--- src/rtl/uart_pkt_tx.sv ---
// Packet sequencer ahead of the UART transmitter: frames a payload as
// HEADER, payload bytes MSB first, then an inverted 8-bit sum checksum.
module uart_pkt_tx #(
  parameter int          NUM_BYTES = 2,
  parameter logic [7:0]  HEADER    = 8'hAA
) (
  input  logic                   clk,
  input  logic                   rst_n,
  input  logic                   send,
  input  logic [8*NUM_BYTES-1:0] payload,
  input  logic                   tx_done,
  output logic                   trmt,
  output logic [7:0]             tx_data,
  output logic                   busy,
  output logic                   pkt_done
);

  localparam int              IDX_W  = 4;
  localparam logic [IDX_W-1:0] NB_IDX = IDX_W'(NUM_BYTES);
  localparam int              PW     = 8 * NUM_BYTES;

  typedef enum logic [1:0] {
    S_IDLE = 2'd0,
    S_WAIT = 2'd1,
    S_NEXT = 2'd2
  } state_t;

  state_t           state_q, state_d;
  logic             trmt_q, trmt_d;
  logic [7:0]       tx_data_q, tx_data_d;
  logic             busy_q, busy_d;
  logic             pkt_done_q, pkt_done_d;
  logic [IDX_W-1:0] idx_q, idx_d;
  logic [7:0]       acc_q, acc_d;
  logic [PW-1:0]    shreg_q, shreg_d;
  logic             last_q, last_d;

  function automatic logic [7:0] chk_byte(input logic [7:0] sum);
    return ~sum;
  endfunction

  // Next-state and output computation for the packet sequencer.
  always_comb begin
    state_d    = state_q;
    trmt_d     = 1'b0;
    tx_data_d  = tx_data_q;
    busy_d     = busy_q;
    pkt_done_d = 1'b0;
    idx_d      = idx_q;
    acc_d      = acc_q;
    shreg_d    = shreg_q;
    last_d     = last_q;
    case (state_q)
      S_IDLE: begin
        // The pkt_done cycle still belongs to the finished packet, so send is ignored there.
        if (send && !pkt_done_q) begin
          shreg_d   = payload;
          tx_data_d = HEADER;
          trmt_d    = 1'b1;
          busy_d    = 1'b1;
          idx_d     = {IDX_W{1'b0}};
          acc_d     = 8'h00;
          last_d    = 1'b0;
          state_d   = S_WAIT;
        end else begin
          state_d = S_IDLE;
        end
      end
      S_WAIT: begin
        // tx_done may still be high from the previous byte while trmt is asserted.
        if (!trmt_q && tx_done) begin
          if (last_q) begin
            busy_d     = 1'b0;
            pkt_done_d = 1'b1;
            state_d    = S_IDLE;
          end else begin
            state_d = S_NEXT;
          end
        end else begin
          state_d = S_WAIT;
        end
      end
      S_NEXT: begin
        if (idx_q < NB_IDX) begin
          tx_data_d = shreg_q[PW-1 -: 8];
          acc_d     = acc_q + shreg_q[PW-1 -: 8];
          idx_d     = idx_q + 4'd1;
          shreg_d   = shreg_q << 8;
        end else begin
          tx_data_d = chk_byte(acc_q);
          last_d    = 1'b1;
        end
        trmt_d  = 1'b1;
        state_d = S_WAIT;
      end
      default: begin
        state_d = S_IDLE;
        busy_d  = 1'b0;
      end
    endcase
  end

  // State and output registers.
  always_ff @(posedge clk or negedge rst_n) begin
    if (!rst_n) begin
      state_q    <= S_IDLE;
      trmt_q     <= 1'b0;
      tx_data_q  <= 8'h00;
      busy_q     <= 1'b0;
      pkt_done_q <= 1'b0;
      idx_q      <= {IDX_W{1'b0}};
      acc_q      <= 8'h00;
      shreg_q    <= {PW{1'b0}};
      last_q     <= 1'b0;
    end else begin
      state_q    <= state_d;
      trmt_q     <= trmt_d;
      tx_data_q  <= tx_data_d;
      busy_q     <= busy_d;
      pkt_done_q <= pkt_done_d;
      idx_q      <= idx_d;
      acc_q      <= acc_d;
      shreg_q    <= shreg_d;
      last_q     <= last_d;
    end
  end

  assign trmt     = trmt_q;
  assign tx_data  = tx_data_q;
  assign busy     = busy_q;
  assign pkt_done = pkt_done_q;

endmodule

--- config.mk ---
export PLATFORM = sky130hd
export DESIGN_NAME = uart_pkt_tx
export DESIGN_NICKNAME = d
export VERILOG_FILES = /design/src/rtl/uart_pkt_tx.sv
export SDC_FILE = /design/constraint.sdc
export NUM_CORES = 1
export LEC_CHECK = 0
export ABC_AREA = 1
export ABC_CLOCK_PERIOD_IN_PS = 2700
export BUFFER_PORTS_ARGS = -buffer_cell sky130_fd_sc_hd__buf_4
export CORE_UTILIZATION = 55
export CTS_CLUSTER_SIZE = 14
export DETAILED_ROUTE_END_ITERATION = 12
export PLACE_DENSITY = 0.77
export SLEW_MARGIN = 20
export SYNTH_ARGS = -nofsm -noshare
export SYNTH_HDL_FRONTEND = slang
export SYNTH_SLANG_ARGS = --single-unit
--- constraint.sdc ---
create_clock -name clk -period 2.7 [get_ports clk]
set_input_delay 0 -clock clk [delete_from_list [all_inputs] [get_ports clk]]
set_output_delay 0 -clock clk [all_outputs]
set_load 0.005 [all_outputs]
==> out/results.ini <==
[finish]
antenna_cells_inserted=0
fill_cells=293
layout.area.seq_um2=1050
layout-drive-gt1-share_pct=16.1
synthesis_to_finish_area_growth_pct=23.6
finalNetCount=321
finish.instance_area_um2=2590
multiInputGateArea_um2=863

[timing]
worst_slew_margin_rel_pct=65.9
maxSlewViolCount=0
setup_viol_count_final=0
grt_setup_unrepaired=false
totalNegativeSetupSlack_ns=0
hold_violations=0
layout_skew_ns=0.00460
timing.final.crit_period_ns=1.73
fmaxAchievable_ghz=0.577
worst-slew-pin-transition_ns=0.512
finalCritPeriodShare_pct=64.2

[cts]
cts_max_path_buffers=2
cts.sinks=42
clock_h_tree_levels=2
clock_insertion_delay_worst_skew_ns=0.30
cts_inserted_buffers=5
cts_tree=built
clk_pin_slew_worst_paths_ns=0.08
clock_tree.root_cell=sky130_fd_sc_hd__clkbuf_8
postCtsResizedCells=0

[synthesis]
synth_largest_area_cell=sky130_fd_sc_hd__dfrtp_1
share_of_flip_flops_with_an_asynchronous_set_or_reset_after_synthesis_pct=100
netlist.area_leader.share_pct=50.2
synth_sequential_area_ratio_pct=50.2
avgSynthCellArea_um2=8.51
yosysMostFrequentCell=sky130_fd_sc_hd__nand2_1
syn-cell-area_um2=2090
synthesis.instances=246
synth_fp_nets=275
ffs_latches_synth=42
synth.distinct_cells=23
synth_top_flop_cell=sky130_fd_sc_hd__dfrtp_1
post_synth_most_frequent_cells=sky130_fd_sc_hd__nand2_1, sky130_fd_sc_hd__dfrtp_1, sky130_fd_sc_hd__inv_1
post_synth_main_area_contributors=sky130_fd_sc_hd__dfrtp_1, sky130_fd_sc_hd__nand2_1, sky130_fd_sc_hd__inv_1
synthesis.yosys.warnings=0
count_of_flip_flops_with_a_built_in_enable_after_synthesis=0

[global_route]
grt_first_pass_wirelength_mm=7.40
vias_in_the_first_global_route=1726
antenna_found_initial=0
maximum_number_of_pins_on_one_net_before_global_route_repair=43
globalRoute.totalOverflow=0
grtUsageTotal_pct=24.2

[die]
die_w_um=63.7
initial_core_util_pct=57.2
row_count=22
core_region_area_um2=3660
ios=31
dieArea_um2=4060
floorplan.die.height_um=63.7

[routing]
drtAntennaViolNets=0
drt-pass1-iter-count=4
num_vias=1717
wl_per_cell_um=12.1
post-route-drc-count=0
detail_route.vias_per_cell=5.05
total_wirelength_of_the_detailed_routed_design_mm=4.11
iteration_0_drc_markers=82

[placement]
place_congestion=0.890
portBuffers=30
hpwl_dp_mm=2.84
post_dp_cell_area_um2=2330

[setup_path]
critPathMaxFanout=28
rr_worst_depth=6
worstPathRequired_ns=2.88
arrival_time_at_the_worst_endpoint_ns=1.91
crit_type=reg -> reg
element_type_at_the_critical_path_start=flop
critPathCaptureType=flop

[outcome]
outcome=complete, no violations

[pwr]
worst_ir_drop_vdd_v=0.000470
total_leakage_power_nw=1.38
power_density_nw_per_um2=1020

[job]
maxCapViolations=0

[hold_path]
cell_depth_of_the_worst_min_delay_path=5
worst_hold_path_type=in -> reg

==> per-layer routing <==
| layer | vias up | share of wire, % | GRT usage [%] |
|---|---|---|---|
| li1 | 879 | - | - |
| met1 | 784 | 46 | 29.2 |
| met2 | 45 | 48 | 41.2 |
| met3 | 9 | 4.2 | 5.98 |
| met4 | 0 | 1.9 | 9.09 |
| met5 | - | 0 | 0 |
==> stage by stage <==
step                      utilization, %  total power, mW  setup slack [ns]  std cells  hold slack (ns)
after floorplan                        -             1.83              1.19        246           -0.296
after global placement              63.8             2.08              1.02        319           0.0145
after detailed placement            63.8             2.11             0.975        319           0.0114
after CTS                           70.7             2.64             0.957        340           0.0309
after global routing                70.7             2.87             0.832        340           0.0686
final                               70.7             2.63             0.967        340           0.0331
==> final timing paths <==
kind | slack (ns) | to | start
max in group asynchronous | 2.13 | tx_data[6] | rst_n
min in group asynchronous | 0.21 | pkt_done | rst_n
hold / removal | 0.03 | shreg_q[12] | payload[12]
setup / recovery | 0.97 | acc_q[4] | state_q[0]
hold reg to reg | 0.46 | state_q[1] | last_q
setup reg to reg | 0.97 | acc_q[4] | state_q[0]
==> worst max-delay path: stages, from the launching register on <==
cell                      delay [ns]
sky130_fd_sc_hd__dfrtp_1        0.45
sky130_fd_sc_hd__nor2_8         0.27
sky130_fd_sc_hd__nand4_4        0.24
sky130_fd_sc_hd__nand2_4        0.31
sky130_fd_sc_hd__inv_2          0.17
sky130_fd_sc_hd__nand2_1        0.08
sky130_fd_sc_hd__o21ai_0        0.08
==> cell families after synthesis <==
family,count (synthesis),synth area share [%]
compound gates,44,12.0
fa+ha+maj,9,5.74
simple gates,108,22.7
flops,42,50.2
xor+xnor,2,0.837
buf+inv,41,8.55
==> what timing repair did <==
action | CTS | global route
buffers inserted | 0 | 0
hold endpoints to repair | 55 | 0
hold buffers | 14 | 0
==> power breakdown <==
part | switching (mW) | total (mW) | internal [mW]
logic | 0.656 | 1.08 | 0.420
clock network | 0.215 | 0.511 | 0.296
registers | 0.162 | 1.04 | 0.880
total | 1.03 | 2.63 | 1.60
==> cell type report <==
class / instances / area share, %
sequential: 42 / 40.6
tap: 48 / 2.32
clock buffer: 6 / 3.19
multi-input combinational: 163 / 33.4
inverter: 36 / 5.22
timing repair buffer: 44 / 14.1
clock inverter: 1 / 1.16
==> state kept, by name, indices dropped and copies added, names as in the netlist, 2 cells and up <==
| signal | count |
|---|---|
| tx_data | 8 |
| acc_q | 8 |
| idx_q | 4 |
| shreg_q | 16 |
| state_q | 2 |
==> layout by cell type, fill, tap and decap left out, drive strengths merged <==
| cell type | Yosys | routed |
|---|---|---|
| xnor2 | 1 | 1 |
| o211ai | 6 | 6 |
| nand3 | 15 | 15 |
| fa | 1 | 1 |
| clkbuf | 0 | 6 |
| bufinv | 0 | 1 |
| dfrtp | 42 | 42 |
| dlygate4sd3 | 0 | 14 |
| a21oi | 7 | 7 |
| o221ai | 4 | 4 |
| nand2 | 80 | 80 |
| xor2 | 1 | 1 |
| inv | 36 | 36 |
| nor2 | 10 | 10 |
| nor3 | 2 | 2 |
| nand4 | 1 | 1 |
| ha | 8 | 8 |
| buf | 5 | 30 |
| o21ai | 27 | 27 |
(Power assumes the default switching activity.)
